File: config.mk
export PLATFORM = sky130hd
export DESIGN_NAME = hazard_tracker
export DESIGN_NICKNAME = d
export VERILOG_FILES = /design/src/rtl/hazard_tracker.sv
export SDC_FILE = /design/constraint.sdc
export NUM_CORES = 1
export LEC_CHECK = 0
export ABC_AREA = 1
export CAP_MARGIN = 20
export CORE_MARGIN = 3
export CORE_UTILIZATION = 47
export CTS_BUF_LIST = sky130_fd_sc_hd__clkbuf_8
export DETAILED_ROUTE_END_ITERATION = 8
export GPL_TIMING_DRIVEN = 0
export PLACE_DENSITY = 0.82
export SLEW_MARGIN = 10
export SYNTH_ARGS = -nofsm -noshare
export SYNTH_HDL_FRONTEND = slang
export SYNTH_SLANG_ARGS = --single-unit
File: constraint.sdc
create_clock -name clk -period 2.35 [get_ports clk]
set_input_delay 0.47 -clock clk [delete_from_list [all_inputs] [get_ports clk]]
set_output_delay 0.47 -clock clk [all_outputs]
set_load 0.02 [all_outputs]
File: src/rtl/hazard_tracker.sv
// hazard_tracker: per-stage writer scoreboard driving D-stage stall and forwarding select.
// Optional MDU busy tracking is enabled by defining HAZARD_MDU_EN.
module hazard_tracker #(
    parameter int NSTAGE   = 3,
    parameter int RW       = 5,
    parameter int TW       = 2,
    parameter int MULT_CYC = 5,
    parameter int DIV_CYC  = 10
) (
    input  logic                            clk,
    input  logic                            reset,
    input  logic                            d_valid,
    input  logic [RW-1:0]                   d_rs,
    input  logic [RW-1:0]                   d_rt,
    input  logic [TW-1:0]                   d_tuse_rs,
    input  logic [TW-1:0]                   d_tuse_rt,
    input  logic [RW-1:0]                   d_dst,
    input  logic [TW-1:0]                   d_tnew,
    input  logic                            d_md,
    input  logic                            d_md_div,
    input  logic                            d_mdu_use,
    input  logic                            flush,
    output logic                            stall,
    output logic [$clog2(NSTAGE+1)-1:0]     fwd_rs_sel,
    output logic [$clog2(NSTAGE+1)-1:0]     fwd_rt_sel,
    output logic                            mdu_busy
);

    localparam int SW = $clog2(NSTAGE + 1);
    localparam logic [TW-1:0] TUSE_NONE = '1;

    logic [NSTAGE:1][RW-1:0] dst_q, dst_d;
    logic [NSTAGE:1][TW-1:0] tnew_q, tnew_d;
    logic [NSTAGE:1]         md_q, md_d;

    logic          rs_live, rt_live;
    logic          hit_rs, hit_rt;
    logic [TW-1:0] tn_rs, tn_rt;
    logic [SW-1:0] k_rs, k_rt;
    logic          stall_rs, stall_rt, stall_mdu;

    assign rs_live = (d_rs != '0) && (d_tuse_rs != TUSE_NONE);
    assign rt_live = (d_rt != '0) && (d_tuse_rt != TUSE_NONE);

    // Scan oldest to youngest so the youngest match overwrites older ones.
    always_comb begin
        hit_rs = 1'b0;
        hit_rt = 1'b0;
        tn_rs  = '0;
        tn_rt  = '0;
        k_rs   = '0;
        k_rt   = '0;
        for (int k = NSTAGE; k >= 1; k--) begin
            if (rs_live && dst_q[k] == d_rs) begin
                hit_rs = 1'b1;
                tn_rs  = tnew_q[k];
                k_rs   = SW'(k);
            end
            if (rt_live && dst_q[k] == d_rt) begin
                hit_rt = 1'b1;
                tn_rt  = tnew_q[k];
                k_rt   = SW'(k);
            end
        end
    end

    assign stall_rs = hit_rs && (tn_rs > d_tuse_rs);
    assign stall_rt = hit_rt && (tn_rt > d_tuse_rt);

    assign fwd_rs_sel = (hit_rs && tn_rs == '0) ? k_rs : '0;
    assign fwd_rt_sel = (hit_rt && tn_rt == '0) ? k_rt : '0;

    assign stall = d_valid & (stall_rs | stall_rt | stall_mdu)
                 & ~reset & ~flush;

    always_comb begin
        dst_d  = '0;
        tnew_d = '0;
        md_d   = '0;
        if (!flush) begin
            for (int k = NSTAGE; k >= 2; k--) begin
                dst_d[k]  = dst_q[k-1];
                md_d[k]   = md_q[k-1];
                tnew_d[k] = (tnew_q[k-1] == '0) ? '0
                          : tnew_q[k-1] - TW'(1);
            end
            if (d_valid && !stall) begin
                dst_d[1]  = d_dst;
                tnew_d[1] = d_tnew;
                md_d[1]   = d_md;
            end
        end
    end

    always_ff @(posedge clk) begin
        if (reset) begin
            dst_q  <= '0;
            tnew_q <= '0;
            md_q   <= '0;
        end else begin
            dst_q  <= dst_d;
            tnew_q <= tnew_d;
            md_q   <= md_d;
        end
    end

`ifdef HAZARD_MDU_EN
    localparam int CMAX = (DIV_CYC > MULT_CYC) ? DIV_CYC : MULT_CYC;
    localparam int CW   = $clog2(CMAX + 1);

    logic [CW-1:0] cnt_q, cnt_d;
    logic          md_accept;
    logic          unused_md;

    assign md_accept = d_valid & d_md & ~stall & ~flush;

    // Flush leaves the counter alone: the MDU op has already issued.
    always_comb begin
        cnt_d = cnt_q;
        if (md_accept) begin
            cnt_d = d_md_div ? CW'(DIV_CYC) : CW'(MULT_CYC);
        end else if (cnt_q != '0) begin
            cnt_d = cnt_q - CW'(1);
        end
    end

    always_ff @(posedge clk) begin
        if (reset) begin
            cnt_q <= '0;
        end else begin
            cnt_q <= cnt_d;
        end
    end

    assign mdu_busy  = (cnt_q != '0);
    assign stall_mdu = d_mdu_use & (mdu_busy | md_q[1]);
    assign unused_md = md_q[NSTAGE];
`else
    logic unused_md;

    assign mdu_busy  = 1'b0;
    assign stall_mdu = 1'b0;
    assign unused_md = ^{d_md_div, d_mdu_use, md_q};
`endif

endmodule

# == After elaboration in Yosys (flattened, before gate mapping) ==
# Index checks and enable logic that the tools add are counted.
# word_totals
ramBits,0
latch_bits,0
input_bits,28
wordCells,69
n_memories,0
romBits,0
register_bits,21
# classes
n_mul,0
reduce_logical,24
magnitude_cmp,2
div_mod_pow,0
mux,20
shift,0
addsub,2
bitwise,7
n_eq_ne,8
# op_table
op,count
$eq 5x5->1,6
$mux 2,14
$logic_and 1x1->1,13
$reduce_bool 5->1,2
$reduce_or 3->1,3
$logic_not 2->1,4
$mux 1,6
$gt 2x2->1,2
$ne 2x2->1 const B,2
$sub 2x1->2 const B,2
$and 1x1->1,3
$not 1->1,3
$reduce_or 2->1,1
$logic_not 1->1,1
$or 1x1->1,1

# == Logic depth before layout (Yosys ltp) ==
# Gate-level depths: netlist (run 1).
# depth
ltp_word,16
ltp_mapped,17
ltp_nobuf,17

# == Least setup slack after synthesis (run 1) ==
# Ideal clock, no wire load.
# synth_timing
path_kind,in2out
start,input port d_rt[4]
end,output port stall
stages,12
path_buffers,0
t_arrival_ns,2.071
path_slack_ns,-0.191
cell_sequence,xor2_1 -> a21oi_1 -> nand3_2 -> inv_1 -> nand2_1 -> nand2_1 -> inv_1 -> ha_1 -> a21oi_1 -> a21oi_1 -> nand2_2 -> a21oi_1
# synth_between
elab_chain_len,12
elab_cells_between_ends,20
# synth_lines
element,line,source
from (decl),14,"input logic [RW-1:0] d_rt,"
$reduce_bool 5->1,43,assign rt_live = (d_rt != '0) && (d_tuse_rt != TUSE_NONE);
$logic_and 1x1->1,43,
$logic_and 1x1->1,59,if (rt_live && dst_q[k] == d_rt) begin
$mux 2 (3 in a row),59,
$gt 2x2->1,68,assign stall_rt = hit_rt && (tn_rt > d_tuse_rt);
$logic_and 1x1->1 *,68,
$or 1x1->1 *,73,assign stall = d_valid & (stall_rs | stall_rt | stall_mdu)
$and 1x1->1 *,73,
$and 1x1->1 * (2 in a row),74,& ~reset & ~flush;
to (decl),23,"output logic stall,"
# Every way passes the cells marked *; elsewhere a longest branch is shown, timed or not.

# == Final worst setup path (run 1) ==
# layout_timing
start,register dst_q[0] (netlist name)
end,output port stall
# layout_between
elab_chain_len,9
elab_cells_between_ends,16
# layout_lines
element,line,source
from (decl),32,"logic [NSTAGE:1][RW-1:0] dst_q, dst_d;"
from (signal assigned),101,dst_q <= dst_d;
$eq 5x5->1 (on tied branches),"54, 59",
$logic_and 1x1->1 (on tied branches),"54, 59",
$mux 2 (on tied branches),"54, 59",
$gt 2x2->1 (on tied branches),"67, 68",
$logic_and 1x1->1 (on tied branches),"67, 68",
$or 1x1->1 *,73,
$and 1x1->1 *,73,
$and 1x1->1 * (2 in a row),74,
# Marks and branches as above.

==> impl_metrics.env, run 1 <==
export IMPL_hpwl_um=2730
export IMPL_synth_distinct_cells=22
export IMPL_routedWlPerCell_um=11.5
export IMPL_cpMostUsedCell="nand2_2"
export IMPL_io_pins=34
export IMPL_first_global_vias=1509
export IMPL_slew_violations=0
export IMPL_maxCapViolCount=0
export IMPL_synth_seq_cells=21
export IMPL_worstPathArrival_ns=2.24
export IMPL_route_detailed_drc=0
export IMPL_synth_top_area_cell="dfxtp_1"
export IMPL_rsz0062_at_grt="true"
export IMPL_hold_viol=0
export IMPL_fp_dieW_um=63.2
export IMPL_synthFlopType="dfxtp_1"
export IMPL_synth_cells=254
export IMPL_clock_sinks=21
export IMPL_placementRows=20
export IMPL_drt_initial_drc_count=76
export IMPL_grt_max_degree=12
export IMPL_finalClockSkew_ns=0.00285
export IMPL_outcome="finished with violations"
export IMPL_synth_mux_area_share_pct=0
export IMPL_endpoint_kind="primary output"
export IMPL_dpl_instance_area_um2=1940
export IMPL_grtUsageTotal_pct=19.2
export IMPL_numCtsBuffers=3
export IMPL_cts_tree="yes"
export IMPL_drt_wl_total_um=3970
export IMPL_worst_slack_ns=-0.356
export IMPL_syn_to_final_growth_pct=43.9
export IMPL_syn_avg_cell_area_um2=6.06
export IMPL_port_buffers=29
export IMPL_failed_checks="setup timing"
export IMPL_final_nets=337
export IMPL_start_util_pct=50.0
export IMPL_path_clk_slew_ns=0.07
export IMPL_crit_required_ns=1.88
export IMPL_synth_area_leaders="dfxtp_1 (27%), nand2_1 (17%), inv_1 (13%)"
export IMPL_cp_slowest_cell="dfxtp_2"
export IMPL_crit_chain="inv_2 > nand2_1 > nand4_1 > nor2_2 > nand3_4 > inv_4 > nand2_2 > nand2_2 > inv_2 > ha_4 > a21oi_2 > a21oi_2 > nand2_2 > a21oi_4 > buf_6"
export IMPL_clk_insertion_delay_late_ns=0.26
export IMPL_fmax_ghz=0.370
export IMPL_vias_per_cell=4.83
export IMPL_synth_fa_ha_area_share_pct=4.87
export IMPL_critPathKind="reg -> out"
export IMPL_critical_path_startpoint_type="flip-flop"
export IMPL_gp_congestion=0.919
export IMPL_yosysMostFrequentCell="nand2_1"
export IMPL_fin_util_pct=72.0
export IMPL_finalCritPeriodShare_pct=115
export IMPL_synth_top_family_by_area="simple AND/OR/NAND/NOR gates"
export IMPL_firstDrtPassIters=4
export IMPL_core_area_um2=3080
export IMPL_setup_violations=1
export IMPL_min_path_type="reg -> reg"
export IMPL_antenna_found_initial=0
export IMPL_hold_ws_ns=0.424
export IMPL_power_leakage_nw=1.07
export IMPL_synthArstFlopShare_pct=0
export IMPL_p_per_area_nw_per_um2=362
export IMPL_yosys_area_share_simple_pct=41.5
export IMPL_timing_setup_tns_ns=-0.356
export IMPL_power_uw=802
export IMPL_ant_nets=0
export IMPL_netlist_area_um2=1540
export IMPL_synth_fp_nets=288
export IMPL_htreeDepth=1
export IMPL_ys_seq_area_share_pct=27.3
export IMPL_fp_dieH_um=63.2
export IMPL_cpPeakStageDelay_ns=0.36
export IMPL_yosys_warnings=0
export IMPL_antenna_cells=0
export IMPL_min_period_ns=2.71
export IMPL_synthXorXnorAreaFrac_pct=6.26
export IMPL_synth_compound_area_share_pct=5.20
export IMPL_synth_common_cells="nand2_1 (68), inv_1 (52), nor2_1 (34), dfxtp_1 (21), nand4_1 (11)"
export IMPL_drive_above_1_share_pct=35.8
export IMPL_cts_root_buf="clkbuf_8"
export IMPL_grt_first_pass_wirelength_um=6230
export IMPL_num_vias=1672
export IMPL_clk_path_buf_depth=2
export IMPL_grt_overflow_total=0
export IMPL_irDropWorstVdd_mv=0.382
export IMPL_design_area_um2=2220
export IMPL_die_area_um2=4000
export IMPL_synth_top_area_share_pct=27.3
export IMPL_synth_edf_count=0
export IMPL_crit_fanout=6
[flip-flops by register name (all words and copies together) (netlist names)]
signal and cells:
dst_q 15, tnew_q 6
[cells by family (layout without fill, tap and decap cells)]
group           after synthesis  in the layout
compound gates               16             16
xor+xnor                     11             11
fa+ha+maj                     6              6
buf+inv                      59            107
flops                        21             21
other cells                   1              1
simple gates                140            140
[worst paths after layout]
path             start        end  slack [ns]  cells past startpoint
min reg2reg  tnew_q[0]  tnew_q[2]        0.42                      1
max           dst_q[0]      stall       -0.36                     15
min          tnew_q[0]  tnew_q[2]        0.42                      1
max reg2reg   dst_q[0]   dst_q[1]        0.12                     17
[cells in the final DEF, fill, tap and decap left out, types with 2 or more instances in the layout]
cell type / Yosys / routed
nand2_1: 68 / 60
inv_1: 52 / 43
nor2_1: 34 / 24
buf_4: 1 / 22
nand2_2: 6 / 14
dfxtp_1: 21 / 13
inv_2: 4 / 12
nand4_1: 11 / 11
clkdlybuf4s50_1: 0 / 10
nor2_2: 4 / 9
dfxtp_2: 0 / 7
a21oi_2: 0 / 6
o21ai_0: 8 / 6
buf_2: 0 / 6
nand3_2: 5 / 5
nor2_4: 0 / 5
nand3_1: 7 / 5
xor2_1: 7 / 4
nor3_1: 4 / 4
ha_4: 0 / 4
xnor2_1: 4 / 3
xor2_2: 0 / 3
o21ai_1: 1 / 3
inv_4: 0 / 3
clkbuf_8: 0 / 3
dlygate4sd2_1: 0 / 3
nand3_4: 0 / 2
ha_1: 6 / 2
[worst max-delay path: cells and delay by family, from the launching register on]
kind / cells / cell delay, ns
and+or+nand+nor: 7 / 0.68
DFF: 1 / 0.36
AOI/OAI and AO/OA: 3 / 0.33
buffers and inverters: 4 / 0.32
adders and majority gates: 1 / 0.27
[per-stage QoR]
step                setup slack [ns]  std cells
floorplan                    -0.0112        254
CTS                           -0.306        339
global route                  -0.499        346
global placement               -1.37        327
finish                        -0.356        346
detailed placement             -1.39        327
[power breakdown]
| group | total (mW) | switching (mW) | internal (mW) |
|---|---|---|---|
| clock | 0.230 | 0.114 | 0.116 |
| combinational | 0.205 | 0.112 | 0.0925 |
| sequential | 0.367 | 0.00612 | 0.361 |
| total | 0.802 | 0.232 | 0.569 |
[cell type report]
type | instances | area (µm²)
Buffer | 2 | 11.3
Clock buffer | 3 | 41.3
Clock inverter | 1 | 3.75
Fill cell | 235 | 861
Inverter | 57 | 221
Multi-Input combinational cell | 174 | 1100
Sequential cell | 21 | 433
Tap cell | 44 | 55.1
Timing Repair Buffer | 44 | 348
[timing repair]
action,in CTS,in global routing
endpoints found under the setup margin,12,10
hold buffers,0,0
resized for setup,80,48
setup buffers,8,7
pin swaps,27,26
[metal layers]
metal | GRT usage, % | share of wire [%]
met1 | 24.7 | 45
met2 | 32.5 | 48
met3 | 2.32 | 6.6
met4 | 7.82 | 0.78
met5 | 0 | 0
Power figures use the tool's default switching activity.
==> run 2: changes to the inputs <==
CAP_MARGIN = 15   (was 20)
CORE_UTILIZATION = 50   (was 47)
CTS_CLUSTER_DIAMETER = 150   (was not set)
DONT_BUFFER_PORTS = 1   (was not set)
PLACE_DENSITY = 0.72   (was 0.82)
==> impl_metrics.env, run 2 (synthesized netlist as in run 1, its figures left out) <==
export IMPL_outcome="finished with violations"
export IMPL_failed_checks="setup timing"
export IMPL_finalClockSkew_ns=0.00366
export IMPL_largest_reg_flops=15
export IMPL_clk_insertion_delay_late_ns=0.27
export IMPL_fp_dieH_um=61.5
export IMPL_htreeDepth=1
export IMPL_top_register="dst_q"
export IMPL_grt_first_pass_wirelength_um=5260
export IMPL_worst_slack_ns=-0.245
export IMPL_num_vias=1537
export IMPL_gp_congestion=0.897
export IMPL_cts_hold_buf=0
export IMPL_syn_to_final_growth_pct=29.5
export IMPL_critPathKind="reg -> out"
export IMPL_grt_use_met3_pct=4.61
export IMPL_min_period_ns=2.59
export IMPL_antenna_cells=0
export IMPL_hold_ws_ns=0.295
export IMPL_start_util_pct=54.0
export IMPL_firstDrtPassIters=4
export IMPL_top_regs="dst_q (15), tnew_q (6)"
export IMPL_grt_max_degree=14
export IMPL_first_global_vias=1220
export IMPL_worstPathArrival_ns=2.12
export IMPL_hold_start="d_dst[3]"
export IMPL_multi_input_area_um2=1160
export IMPL_critical_path_startpoint_type="flip-flop"
export IMPL_min_path_type="in -> reg"
export IMPL_drt_initial_drc_count=62
export IMPL_final_common_cell="nand2_1"
export IMPL_layout_common_cells="nand2_1 (50), inv_1 (37), nor2_1 (25), nand2_2 (24), inv_2 (17)"
export IMPL_die_area_um2=3780
export IMPL_relSlewSlack_pct=65.6
export IMPL_slew_violations=0
export IMPL_fillers=234
export IMPL_worst_pin_slew_ns=0.516
export IMPL_drive_above_1_share_pct=39.9
export IMPL_drt_wl_total_um=3660
export IMPL_p_per_area_nw_per_um2=386
export IMPL_cts_tree="yes"
export IMPL_numCtsBuffers=3
export IMPL_port_buffers=0
export IMPL_final_nets=303
export IMPL_startpoint="dst_q[5]"
export IMPL_hpwl_um=2650
export IMPL_fmax_ghz=0.385
export IMPL_core_area_um2=2850
export IMPL_hold_viol=0
export IMPL_vias_per_cell=5.14
export IMPL_place_ws_ns=-0.173
export IMPL_setup_violations=1
export IMPL_rsz0062_at_grt="true"
export IMPL_ant_nets=0
export IMPL_grtUsageTotal_pct=18.9
export IMPL_crit_required_ns=1.88
export IMPL_finalCritPeriodShare_pct=110
export IMPL_antenna_found_initial=0
export IMPL_grt_busiest_layer="met1"
export IMPL_power_leakage_nw=0.928
export IMPL_grt_overflow_total=0
export IMPL_cts_root_buf="clkbuf_8"
export IMPL_met1_usage_pct=27.7
export IMPL_endpoint_kind="primary output"
export IMPL_path_clk_slew_ns=0.09
export IMPL_clk_path_buf_depth=2
export IMPL_io_pins=34
export IMPL_fp_dieW_um=61.5
export IMPL_routedWlPerCell_um=12.3
export IMPL_route_detailed_drc=0
export IMPL_maxCapViolCount=0
export IMPL_crit_fanout=4
export IMPL_regArea_um2=442
export IMPL_grtUsageMet2_pct=27.7
export IMPL_irDropWorstVdd_mv=0.424
export IMPL_clock_sinks=21
export IMPL_placementRows=19
export IMPL_rr_startpoint="dst_q[0]"
export IMPL_power_uw=770
-- run 2: cell count changes in the layout (fill, tap and decap cells not counted), moves of 3 or more --
cell,previous run,this run
buf_4,22,11
clkdlybuf4s50_1,10,0
nand2_1,60,50
nand2_2,14,24
buf_2,6,0
inv_1,43,37
inv_2,12,17
dfxtp_1,13,10
dlygate4sd2_1,3,0
nor2_2,9,6
-- run 2: timing repair --
item | in CTS | in global routing
endpoints found under the setup margin | 1 | 2
endpoints found under the hold margin | 0 | 0
setup buffers | 5 | 5
pin swaps | 19 | 41
resized for setup | 23 | 51
-- run 2: cell type report --
class / count / share of cell area [%]
multi-input cells: 174 / 58.0
flip-flops and latches: 21 / 22.1
inverters: 57 / 11.1
repair buffers: 10 / 3.76
clock buffers: 3 / 2.07
well taps: 31 / 1.94
plain buffers: 2 / 0.565
clock inverters: 1 / 0.376
-- run 2: worst max-delay path, stage by stage, from the launching register on --
cell and delay [ns]:
dfxtp_4 0.40, inv_2 0.04, nand2_1 0.04, o21ai_1 0.06, nor2_1 0.14, nand3_1 0.13, nand4_1 0.11, nand2_1 0.07
nand2_2 0.08, inv_2 0.04, ha_4 0.26, a21oi_2 0.05, a21oi_2 0.12, nand2_2 0.09, a21oi_4 0.22
-- run 2: through the flow --
stage | std cells | TNS [ns] | util (%) | area (µm²)
after floorplan | 254 | -0.0112 | - | 1600
after global placement | 285 | -0.168 | 57.3 | 1630
after detailed placement | 285 | -0.173 | 57.3 | 1630
after CTS | 294 | -0.222 | 62.9 | 1790
after global routing | 299 | -0.363 | 69.9 | 1990
final | 299 | -0.245 | 69.9 | 1990
-- run 2: layer usage --
layer	part of all wire, %	routed length (µm)
met1	47	1710
met2	44	1610
met3	7.5	275
met4	1.9	70
met5	0	0
-- run 2: worst paths after layout --
path	endpoint	slack, ns	cells past startpoint
worst max-delay path	stall	-0.24	14
worst min-delay path	dst_q[3]	0.30	2
worst max register to register	dst_q[1]	0.22	17
worst min register to register	tnew_q[2]	0.42	1
-- run 2: power breakdown --
part           internal, mW  switching, mW  total [mW]
sequential            0.358        0.00578       0.364
clock                 0.120          0.131       0.251
combinational        0.0634         0.0916       0.155
==> run 3: changes to the inputs <==
CTS_CLUSTER_DIAMETER = not set   (was 150)
==> results of run 3 <==
No change in the layout: final DEF, timing and power equal those of run 2.
